==> config.mk <==
export PLATFORM = sky130hd
export DESIGN_NAME = pipeline_credit_sink
export DESIGN_NICKNAME = d
export VERILOG_FILES = /design/src/rtl/pipeline_credit_sink_mem.sv /design/src/rtl/pipeline_credit_sink.sv
export SDC_FILE = /design/constraint.sdc
export NUM_CORES = 1
export LEC_CHECK = 0
export ABC_AREA = 1
export CAP_MARGIN = 15
export CORE_MARGIN = 2
export CORE_UTILIZATION = 35
export DETAILED_ROUTE_END_ITERATION = 6
export DONT_BUFFER_PORTS = 1
export GPL_ROUTABILITY_DRIVEN = 0
export SKIP_CTS_REPAIR_TIMING = 1
export SYNTH_ARGS = -nofsm -noshare
export SYNTH_HDL_FRONTEND = slang
export SYNTH_SLANG_ARGS = --single-unit
export TNS_END_PERCENT = 1
==> constraint.sdc <==
create_clock -name clk -period 1.8 [get_ports clk]
set_input_delay 0.18 -clock clk [delete_from_list [all_inputs] [get_ports clk]]
set_output_delay 0.18 -clock clk [all_outputs]
set_load 0.005 [all_outputs]
==> src/rtl/pipeline_credit_sink_mem.sv <==
// Beat storage for the credit sink: ENTRIES x WIDTH, one synchronous
// write port, one asynchronous read port, contents not reset.
module pipeline_credit_sink_mem #(
  parameter int WIDTH   = 1,
  parameter int ENTRIES = 4,
  localparam int PTR_W  = $clog2(ENTRIES)
) (
  input  logic             clk,
  input  logic             wr_en,
  input  logic [PTR_W-1:0] wr_addr,
  input  logic [WIDTH-1:0] wr_data,
  input  logic [PTR_W-1:0] rd_addr,
  output logic [WIDTH-1:0] rd_data
);

  logic [WIDTH-1:0] mem [ENTRIES];

  // Write the accepted beat into its slot.
  always_ff @(posedge clk) begin
    if (wr_en) begin
      mem[wr_addr] <= wr_data;
    end
  end

  // Head is read combinationally so the output falls through with no extra stage.
  assign rd_data = mem[rd_addr];

endmodule

==> src/rtl/pipeline_credit_sink.sv <==
// Receive side of a credit-controlled link: buffers beats from a
// non-stallable delay line, presents them first-word-fall-through and
// returns one credit per dequeued beat.
module pipeline_credit_sink #(
  parameter int WIDTH   = 1,
  parameter int ENTRIES = 4
) (
  input  logic                         clk,
  input  logic                         resetn,
  input  logic                         in_valid,
  input  logic [WIDTH-1:0]             in_data,
  output logic                         out_valid,
  output logic [WIDTH-1:0]             out_data,
  input  logic                         out_ready,
  output logic                         credit_return,
  output logic [$clog2(ENTRIES+1)-1:0] count,
  output logic                         overflow
);

  localparam int PTR_W = $clog2(ENTRIES);
  localparam int CNT_W = $clog2(ENTRIES + 1);
  localparam logic [PTR_W-1:0] LAST_PTR = PTR_W'(ENTRIES - 1);
  localparam logic [CNT_W-1:0] FULL_CNT = CNT_W'(ENTRIES);

  logic [PTR_W-1:0] wr_ptr;
  logic [PTR_W-1:0] rd_ptr;
  logic [CNT_W-1:0] count_nxt;
  logic             full;
  logic             deq;
  logic             enq;
  logic             drop;

  // Pointers wrap explicitly so non-power-of-two depths never alias.
  function automatic logic [PTR_W-1:0] ptr_inc(input logic [PTR_W-1:0] p);
    return (p == LAST_PTR) ? '0 : p + PTR_W'(1);
  endfunction

  assign out_valid = (count != '0);
  assign full      = (count == FULL_CNT);
  assign deq       = out_valid && out_ready;
  // A full buffer still accepts when the head leaves in the same cycle.
  assign enq       = in_valid && (!full || deq);
  assign drop      = in_valid && full && !deq;

  // Occupancy update from the enqueue/dequeue pair.
  always_comb begin
    count_nxt = count;
    unique case ({enq, deq})
      2'b10:   count_nxt = count + CNT_W'(1);
      2'b01:   count_nxt = count - CNT_W'(1);
      default: count_nxt = count;
    endcase
  end

  // Control state: pointers, occupancy, sticky overflow and the registered credit pulse.
  always_ff @(posedge clk or negedge resetn) begin
    if (!resetn) begin
      wr_ptr        <= '0;
      rd_ptr        <= '0;
      count         <= '0;
      overflow      <= 1'b0;
      credit_return <= 1'b0;
    end else begin
      if (enq) begin
        wr_ptr <= ptr_inc(wr_ptr);
      end
      if (deq) begin
        rd_ptr <= ptr_inc(rd_ptr);
      end
      count         <= count_nxt;
      credit_return <= deq;
      if (drop) begin
        overflow <= 1'b1;
      end
    end
  end

  pipeline_credit_sink_mem #(
    .WIDTH   (WIDTH),
    .ENTRIES (ENTRIES)
  ) u_mem (
    .clk     (clk),
    .wr_en   (enq),
    .wr_addr (wr_ptr),
    .wr_data (in_data),
    .rd_addr (rd_ptr),
    .rd_data (out_data)
  );

endmodule

# Word-level counts from Yosys, hierarchy flattened
# Memory sizes are Yosys's and may differ from the RTL's.
# Index checks and enable logic that the tools add are counted.
[totals]
regBits = 9
latchBits = 0
ramBits = 4
rom_bits = 0
input_bits = 5
output_inout_bits = 7
wordCells = 29
memories = 1
[memory_table]
columns = ["memory", "words", "width", "rd", "rd_ports_with_merged_regs", "write_ports", "line_no", "rtl"]
rows = [
  ["u_mem.mem", 4, 1, 1, 0, 1, "pipeline_credit_sink_mem.sv:16", "logic [WIDTH-1:0] mem [ENTRIES];"],
]
[op_classes]
add_sub_neg = 4
multipliers = 0
div = 0
order_cmp = 0
eq_ne = 5
n_shift = 0
mux = 5
bitwise_logic = 0
reduce_logical = 9
[ops]
columns = ["op", "count"]
rows = [
  ["2-bit equality test, second input constant", 3],
  ["3-bit one-hot mux with 2 select lines", 1],
  ["2-bit by 1-bit adder with 2-bit output, second input constant", 2],
  ["1-bit logical AND", 4],
  ["2-bit two-way mux", 2],
  ["3-bit by 1-bit adder with 3-bit output, second input constant", 1],
  ["3-bit equality test, second input constant", 1],
  ["3-bit nonzero test", 1],
  ["3-bit by 1-bit subtractor with 3-bit output, second input constant", 1],
  ["2-bit by 1-bit equality test with 1-bit output, second input constant", 1],
  ["1-bit logical NOT", 2],
  ["1-bit two-way mux", 2],
  ["2-bit nonzero test", 1],
  ["1-bit logical OR", 1],
]

# Logic depth before layout (Yosys ltp)
# Gate-level depths: netlist of the first run.
[logic_depth]
depth_word = 6
ltp_mapped = 9

# Cells and area by module
# A second synthesis of the first run with hierarchy kept.
[unflattened]
hier_cells = 77
area_unflattened_um2 = 674.4
[modules_own_cells]
columns = ["module", "instances", "cells_per_inst", "area_each_um2", "seq_area_each_um2"]
rows = [
  ["pipeline_credit_sink", 1, 53, 466.7, 225.2],
  ["pipeline_credit_sink_mem", 1, 24, 207.7, 120.1],
]

# Worst setup path before layout of the first run
# No wires, ideal clock.
[synth_timing]
kind = "register to register"
startpoint = "reg count[2]"
endpoint = "reg count[2]"
setup_ps = 63
arrival_ps = 1405
required_ps = 1737
slack_ps = 333
path_stages_with_launch = 10
n_path_buf = 0
synth_period_minus_slack_ps = 1467
cell_sequence = "dfrtp_1 > inv_2 > nand2_4 > nand3_2 > fa_1 > inv_1 > nand4_1 > nand3_1 > nand2_1 > inv_1"
[synth_via]
elab_chain_cells = 6
word_cells_on_any_way = 12
classes_between = "add/sub (2); eq/ne (3); mux (1); reduce/logical (6)"
[synth_rtl]
columns = ["element", "line_no", "rtl"]
rows = [
  ["start: declaration", "pipeline_credit_sink.sv:16", "output logic [$clog2(ENTRIES+1)-1:0] count,"],
  ["start signal: assignment", "pipeline_credit_sink.sv:70", "count <= count_nxt;"],
  ["3-bit nonzero test *", "pipeline_credit_sink.sv:38", "assign out_valid = (count != '0);"],
  ["named net out_valid", "pipeline_credit_sink.sv:12", "output logic out_valid,"],
  ["1-bit logical AND *", "pipeline_credit_sink.sv:40", "assign deq = out_valid && out_ready;"],
  ["1-bit logical OR", "pipeline_credit_sink.sv:42", "assign enq = in_valid && (!full || deq);"],
  ["1-bit logical AND", "pipeline_credit_sink.sv:42", ""],
  ["2-bit by 1-bit equality test with 1-bit output or 2-bit equality test (tied branches)", "pipeline_credit_sink.sv:48", "unique case ({enq, deq})"],
  ["3-bit one-hot mux with 2 select lines or 2-bit nonzero test (tied branches)", "n/a", ""],
]
# Mark *: on every way through the listed nets, which the timed path passes. The rest lies on a longest branch.
# A chain may end at the register's enable or synchronous reset.

# Worst setup path in the final report of the first run
# Same ends and word-level chain as after synthesis.

==> insert_results.sql, run 1 <==
INSERT INTO impl_metrics (metric_group, metric, value, unit) VALUES
('outcome', 'result_of_the_run', 'completed', ''),
('route', 'iteration_count_of_the_initial_detailed_routing_pass', '4', ''),
('sta', 'setup_violations', '0', ''),
('setup_path', 'arrival', '1810', 'ps'),
('logic_synthesis', 'synth.cell_area', '717', 'um^2'),
('place', 'dpl-instance-area', '751', 'um^2'),
('global_routing', 'groute.usage.overall', '10.4', '%'),
('clock_network', 'number_of_cts_inserted_buffers', '3', ''),
('cells_and_area', 'syn_to_final_growth', '11.2', '%'),
('setup_path', 'critical_path.startpoint_type', 'flop', ''),
('min_path', 'holdPathStages', '3', ''),
('min_path', 'worst_hold_startpoint', 'out_ready', ''),
('route', 'wire_per_inst', '9.96', 'um'),
('power_and_ir_drop', 'fin_total_pwr', '1.21', 'mW'),
('sta', 'timing.setup.tns', '0', 'ps'),
('route', 'vias_per_cell', '4.40', ''),
('cells_and_area', 'mostFrequentLayoutCell', 'sky130_fd_sc_hd__inv_1', ''),
('die', 'die_height', '49.3', 'um'),
('global_routing', 'grt-ovfl-total', '0', ''),
('setup_path', 'regToRegSetupSlack', '200', 'ps'),
('min_path', 'holdPathEnd', 'rd_ptr[1]', ''),
('logic_synthesis', 'synth.avg_cell_area', '9.69', 'um^2'),
('clock_network', 'cts_num_sinks', '13', ''),
('clock_network', 'clk_latency', '270', 'ps'),
('clock_network', 'tritoncts_clock_tree', 'built', ''),
('global_routing', 'first_global_vias', '471', ''),
('route', 'post-route-drc-count', '0', ''),
('setup_path', 'number_of_cells_traversed_by_the_worst_register_to_register_path', '9', ''),
('logic_synthesis', 'postSynthNetCount', '85', ''),
('clock_network', 'cts-root-to-sink-buffers', '2', ''),
('route', 'drt.antenna.violating_nets', '0', ''),
('power_and_ir_drop', 'irDropWorstVdd', '0.000652', 'V'),
('logic_synthesis', 'synth_enable_flop_cells', '4', ''),
('die', 'floorplan.die_area', '2430', 'um^2'),
('sta', 'unrepaired_setup_endpoints_after_global_routing', 'no', ''),
('cells_and_area', 'final_design_area_no_fill', '797', 'um^2'),
('sta', 'timing_worst_slew_pin_value', '392', 'ps'),
('power_and_ir_drop', 'power.leakage', '0.381', 'nW'),
('route', 'first_iter_violations', '5', ''),
('die', 'die_w', '49.3', 'um'),
('sta', 'post_route_minimum_period', '1600', 'ps'),
('setup_path', 'worstPathMaxFanout', '6', ''),
('power_and_ir_drop', 'power_per_cell_area', '1510', 'nW/um^2'),
('setup_path', 'reg2reg_from', 'count[2]', ''),
('sta', 'pins_over_their_slew_limit', '0', ''),
('place', 'dp_hpwl', '842', 'um'),
('logic_synthesis', 'ys_types', '22', ''),
('logic_synthesis', 'post_synthesis_sequential_area_ratio', '48.2', '%'),
('sta', 'max_clock_freq', '0.625', 'GHz'),
('min_path', 'hp_class', 'input pin to flop', ''),
('logic_synthesis', 'asyncSetResetFlopFracSynth', '69.2', '%'),
('clock_network', 'cts_max_level', '1', ''),
('die', 'initial_core_util', '36.9', '%'),
('run', 'cap_violations', '0', ''),
('cells_and_area', 'n_antenna_cell', '0', ''),
('logic_synthesis', 'ys_seq_elements', '13', ''),
('route', 'drt-total-wl', '1.07', 'mm'),
('clock_network', 'path_clk_slew', '80', 'ps'),
('place', 'portBuffers', '0', ''),
('clock_network', 'cts_root_buffer', 'sky130_fd_sc_hd__clkbuf_4', ''),
('sta', 'max-slew-margin-rel', '73.8', '%'),
('global_routing', 'pin_count_of_the_biggest_net_entering_global_routing', '10', ''),
('global_routing', 'grt_antenna_before_repair', '0', ''),
('cells_and_area', 'post_layout_nets', '92', ''),
('logic_synthesis', 'synth.yosys.warnings', '0', ''),
('die', 'design.portCount', '12', ''),
('die', 'rows', '16', ''),
('sta', 'final.period_utilization', '88.8', '%'),
('cells_and_area', 'final.fill_count', '202', ''),
('cells_and_area', 'final_util', '41.0', '%'),
('setup_path', 'setup_crit_end_kind', 'flop', ''),
('setup_path', 'crit_type', 'flop to flop', ''),
('route', 'num_vias', '471', ''),
('setup_path', 'worst_r2r_endpoint', 'count[2]', ''),
('sta', 'hold_viol', '0', ''),
('logic_synthesis', 'synthesized_instance_count', '74', ''),
('cells_and_area', 'layout_common_cells', 'sky130_fd_sc_hd__inv_1 (14), sky130_fd_sc_hd__nand2_1 (13), sky130_fd_sc_hd__dfrtp_1 (9), sky130_fd_sc_hd__nor2_1 (5), sky130_fd_sc_hd__ha_1 (5)', ''),
('logic_synthesis', 'synthFlopType', 'sky130_fd_sc_hd__dfrtp_1', ''),
('sta', 'setup_skew', '4.94', 'ps'),
('die', 'design.core.area', '1940', 'um^2'),
('setup_path', 'worst_ep_required_time', '2020', 'ps'),
('cells_and_area', 'final_layout_size_suffix_gt1_share', '17.5', '%'),
('global_routing', 'grt_pass1_wl', '1.87', 'mm');
-- how the worst max path moves through the flow --
stage | slack, ps | start | depth (start not counted) | end
6_report | 200 | count[2] | 9 | count[2]
5_1_grt | 50 | count[2] | 9 | count[2]
4_1_cts | 180 | count[2] | 9 | count[2]
3_5_place_dp | 210 | count[2] | 9 | count[2]
3_3_place_gp | 240 | count[2] | 9 | count[2]
2_1_floorplan | 330 | count[2] | 9 | count[2]
-- metal layers --
metal	up-vias	GRT usage, %	part of all wire, %
met3	2	2.45	5.7
met5	-	0	0
li1	251	-	-
met2	8	16.7	49
met1	210	11.6	44
met4	0	8.57	1.3
-- cell type report --
cell class | instances | area (um^2) | area share [%]
Inverter | 16 | 60.1 | 7.54
Clock buffer | 4 | 26.3 | 3.30
Sequential cell | 13 | 345 | 43.3
Multi-Input combinational cell | 45 | 312 | 39.1
Timing Repair Buffer | 2 | 20.0 | 2.51
Tap cell | 27 | 33.8 | 4.24
-- cells in the mapped netlist, types with 2 or more instances --
cell / n / share of area, %
sky130_fd_sc_hd__nand3_1: 4 / 2.8
sky130_fd_sc_hd__inv_2: 2 / 1.0
sky130_fd_sc_hd__nor2_1: 5 / 2.6
sky130_fd_sc_hd__inv_1: 14 / 7.3
sky130_fd_sc_hd__ha_1: 5 / 8.7
sky130_fd_sc_hd__nand2_1: 13 / 6.8
sky130_fd_sc_hd__edfxtp_1: 4 / 17
sky130_fd_sc_hd__o21ai_0: 3 / 2.1
sky130_fd_sc_hd__nand3_2: 2 / 2.8
sky130_fd_sc_hd__nand2_4: 2 / 3.1
sky130_fd_sc_hd__dfrtp_1: 9 / 31
-- kinds of logic (layout without fill, tap and decap cells) --
family,after synthesis,count (layout),synth area share [%]
AND/OR/NAND/NOR,29,29,21.5
AO/OA/AOI/OAI,9,9,9.25
flip-flops,13,13,48.2
adder cells (fa/ha/maj),6,6,11.5
XOR/XNOR,1,1,1.22
buffers and inverters,16,22,8.38
-- stage by stage --
| stage | setup slack (ps) | hold slack, ps | std cells |
|---|---|---|---|
| after CTS | 175 | -423 | 105 |
| after detailed placement | 206 | -115 | 101 |
| after global routing | 45.6 | 76.7 | 107 |
| final | 201 | 79.9 | 107 |
| after floorplan | 333 | -116 | 74 |
| after global placement | 242 | -115 | 101 |
-- registers in the layout (all words and copies together), names as in the netlist --
name,flops
count,3
credit_return,1
overflow,1
rd_ptr,2
u_mem.mem,4
wr_ptr,2
-- worst max-delay path, cell delays in order, from the launching register on --
cell and delay, ps:
sky130_fd_sc_hd__dfrtp_1 470, sky130_fd_sc_hd__inv_2 100, sky130_fd_sc_hd__nand2_4 100, sky130_fd_sc_hd__nand3_2 100, sky130_fd_sc_hd__fa_1 420, sky130_fd_sc_hd__inv_1 90
sky130_fd_sc_hd__nand4_1 90, sky130_fd_sc_hd__nand3_1 80, sky130_fd_sc_hd__nand2_1 50, sky130_fd_sc_hd__inv_1 40
-- power by group --
part | internal [mW] | switching (mW) | leakage, nW
clock | 0.0857 | 0.0853 | 0.0150
combinational | 0.194 | 0.300 | 0.223
sequential | 0.421 | 0.121 | 0.143
Note: power is estimated with default switching activity, not from simulation.
==> run 2, diff against run 1 <==
--- a/config.mk
+++ b/config.mk
@@ -12,6 +12,7 @@
 export DETAILED_ROUTE_END_ITERATION = 6
 export DONT_BUFFER_PORTS = 1
 export GPL_ROUTABILITY_DRIVEN = 0
+export REMOVE_ABC_BUFFERS = 1
 export SKIP_CTS_REPAIR_TIMING = 1
 export SYNTH_ARGS = -nofsm -noshare
 export SYNTH_HDL_FRONTEND = slang
==> results of run 2 <==
No change in the layout: final DEF, timing and power equal those of run 1.
==> run 3, diff against run 2 <==
--- a/config.mk
+++ b/config.mk
@@ -6,12 +6,14 @@
 export NUM_CORES = 1
 export LEC_CHECK = 0
 export ABC_AREA = 1
-export CAP_MARGIN = 15
+export CAP_MARGIN = 20
 export CORE_MARGIN = 2
 export CORE_UTILIZATION = 35
+export CTS_BUF_LIST = sky130_fd_sc_hd__clkbuf_8
 export DETAILED_ROUTE_END_ITERATION = 6
 export DONT_BUFFER_PORTS = 1
 export GPL_ROUTABILITY_DRIVEN = 0
+export GPL_TIMING_DRIVEN = 0
 export REMOVE_ABC_BUFFERS = 1
 export SKIP_CTS_REPAIR_TIMING = 1
 export SYNTH_ARGS = -nofsm -noshare
==> insert_results.sql, run 3 (synthesis results as in run 1) <==
INSERT INTO impl_metrics (metric_group, metric, value, unit) VALUES
('route', 'wire_per_inst', '10.3', 'um'),
('setup_path', 'reg2reg_from', 'count[2]', ''),
('cells_and_area', 'final_util', '41.5', '%'),
('setup_path', 'worstSetupStartpoint', 'count[2]', ''),
('sta', 'timing_worst_slew_pin_value', '425', 'ps'),
('route', 'vias_per_cell', '4.47', ''),
('die', 'die_height', '49.3', 'um'),
('setup_path', 'arrival', '1820', 'ps'),
('place', 'placed_cells_incl_taps', '101', ''),
('min_path', 'worst_hold_startpoint', 'in_data', ''),
('cells_and_area', 'post_layout_nets', '91', ''),
('global_routing', 'grt-ovfl-total', '0', ''),
('cells_and_area', 'final_layout_size_suffix_gt1_share', '17.7', '%'),
('place', 'portBuffers', '0', ''),
('setup_path', 'crit_type', 'flop to flop', ''),
('cells_and_area', 'final_cells', '106', ''),
('cells_and_area', 'largest_register', 'u_mem.mem', ''),
('sta', 'final.period_utilization', '91.3', '%'),
('die', 'floorplan.die_area', '2430', 'um^2'),
('sta', 'hold_viol', '0', ''),
('power_and_ir_drop', 'power.sequential.fraction', '42.4', '%'),
('sta', 'setup_violations', '0', ''),
('die', 'rows', '16', ''),
('global_routing', 'grt_antenna_before_repair', '0', ''),
('cells_and_area', 'layout_common_cells', 'sky130_fd_sc_hd__inv_1 (15), sky130_fd_sc_hd__nand2_1 (13), sky130_fd_sc_hd__dfrtp_1 (9), sky130_fd_sc_hd__nor2_1 (5), sky130_fd_sc_hd__ha_1 (5)', ''),
('power_and_ir_drop', 'irDropWorstVdd', '0.000773', 'V'),
('cells_and_area', 'multi_input_area', '312', 'um^2'),
('sta', 'pins_over_their_slew_limit', '0', ''),
('clock_network', 'cts_max_level', '1', ''),
('outcome', 'result_of_the_run', 'completed', ''),
('setup_path', 'setup_crit_end_kind', 'flop', ''),
('sta', 'post_route_minimum_period', '1640', 'ps'),
('global_routing', 'pin_count_of_the_biggest_net_entering_global_routing', '10', ''),
('sta', 'max-slew-margin-rel', '71.6', '%'),
('min_path', 'hp_class', 'input pin to flop', ''),
('global_routing', 'first_global_vias', '466', ''),
('power_and_ir_drop', 'net_switching', '0.522', 'mW'),
('clock_network', 'number_of_cts_inserted_buffers', '3', ''),
('run', 'cap_violations', '0', ''),
('route', 'drt-total-wl', '1.09', 'mm'),
('sta', 'setup_slack', '157', 'ps'),
('cells_and_area', 'mostFrequentLayoutCell', 'sky130_fd_sc_hd__inv_1', ''),
('place', 'pre_cts_setup_slack', '199', 'ps'),
('cells_and_area', 'seq_area', '345', 'um^2'),
('sta', 'max_clock_freq', '0.609', 'GHz'),
('route', 'post-route-drc-count', '0', ''),
('die', 'design.portCount', '12', ''),
('die', 'initial_core_util', '36.9', '%'),
('cells_and_area', 'largestRegisters', 'u_mem.mem: 4 flops, count: 3 flops', ''),
('route', 'iteration_count_of_the_initial_detailed_routing_pass', '2', ''),
('power_and_ir_drop', 'switching_share', '40.5', '%'),
('route', 'num_vias', '474', ''),
('cells_and_area', 'n_antenna_cell', '0', ''),
('die', 'design.core.area', '1940', 'um^2'),
('setup_path', 'critical_path.startpoint_type', 'flop', ''),
('power_and_ir_drop', 'share_clk_of_total_power', '19.0', '%'),
('place', 'dp_hpwl', '871', 'um'),
('clock_network', 'cts-root-to-sink-buffers', '2', ''),
('route', 'first_iter_violations', '9', ''),
('setup_path', 'worst_ep_required_time', '1980', 'ps'),
('sta', 'setup_skew', '0.395', 'ps'),
('sta', 'unrepaired_setup_endpoints_after_global_routing', 'no', ''),
('die', 'die_w', '49.3', 'um'),
('route', 'drt.antenna.violating_nets', '0', ''),
('sta', 'timing.setup.tns', '0', 'ps'),
('clock_network', 'path_clk_slew', '50', 'ps'),
('clock_network', 'clk_latency', '240', 'ps'),
('power_and_ir_drop', 'power_per_cell_area', '1600', 'nW/um^2'),
('power_and_ir_drop', 'share_comb_of_total_power', '38.6', '%'),
('clock_network', 'tritoncts_clock_tree', 'built', ''),
('global_routing', 'groute.usage.overall', '10.2', '%'),
('cells_and_area', 'final.fill_count', '201', ''),
('global_routing', 'grt_pass1_wl', '1.88', 'mm'),
('cells_and_area', 'max_reg_flops', '4', ''),
('clock_network', 'cts_num_sinks', '13', ''),
('clock_network', 'cts_root_buffer', 'sky130_fd_sc_hd__clkbuf_8', ''),
('power_and_ir_drop', 'cellInternalPower', '0.766', 'mW'),
('setup_path', 'worstPathMaxFanout', '6', ''),
('cells_and_area', 'syn_to_final_growth', '12.4', '%'),
('power_and_ir_drop', 'power.leakage', '0.389', 'nW');
run 3: critical path, cell delays in order, from the launching register on:
cell and delay (ps):
sky130_fd_sc_hd__dfrtp_1 480, sky130_fd_sc_hd__inv_2 100, sky130_fd_sc_hd__nand2_4 110, sky130_fd_sc_hd__nand3_2 100, sky130_fd_sc_hd__fa_1 420, sky130_fd_sc_hd__inv_1 100
sky130_fd_sc_hd__nand4_1 100, sky130_fd_sc_hd__nand3_1 80, sky130_fd_sc_hd__nand2_1 50, sky130_fd_sc_hd__inv_1 50
run 3: routing by layer:
layer	global-route usage, %	vias to the layer above	share of wire [%]
met2	16.9	8	48
met1	10.9	217	46
li1	-	247	-
met5	0	-	0
met4	2.86	0	0.64
met3	6.13	2	5.5
run 3: power groups by stage:
stage | clock (mW) | combinational [mW] | sequential, mW
after floorplan | 0 | 0.420 | 0.525
after global placement | 0 | 0.474 | 0.548
after detailed placement | 0 | 0.496 | 0.552
after CTS | 0.255 | 0.500 | 0.548
after global routing | 0.262 | 0.580 | 0.567
final | 0.244 | 0.497 | 0.546
run 3: path summary, 6_finish.rpt:
path | endpoint | slack (ps) | cells after the start
worst min-delay path | u_mem.mem[2] | 40 | 0
max in group asynchronous | count[0] | 1190 | 1
worst max-delay path | count[2] | 160 | 9
worst min register to register | overflow | 490 | 1
min in group asynchronous | count[2] | 320 | 1
worst max register to register | count[2] | 160 | 9
run 3: area by class of cell:
class	count	share of cell area (%)
well taps	27	4.19
repair buffers	1	1.24
flip-flops and latches	13	42.9
clock buffers	3	5.12
multi-input cells	45	38.7
clock inverters	1	0.466
inverters	16	7.45
run 3: per-stage QoR:
stage / power (mW) / hold slack [ps] / area, um^2
finish: 1.29 / 36.9 / 806
global route: 1.41 / 25.6 / 806
CTS: 1.30 / -373 / 796
detailed placement: 1.05 / -115 / 751
global placement: 1.02 / -115 / 751
floorplan: 0.945 / -116 / 717
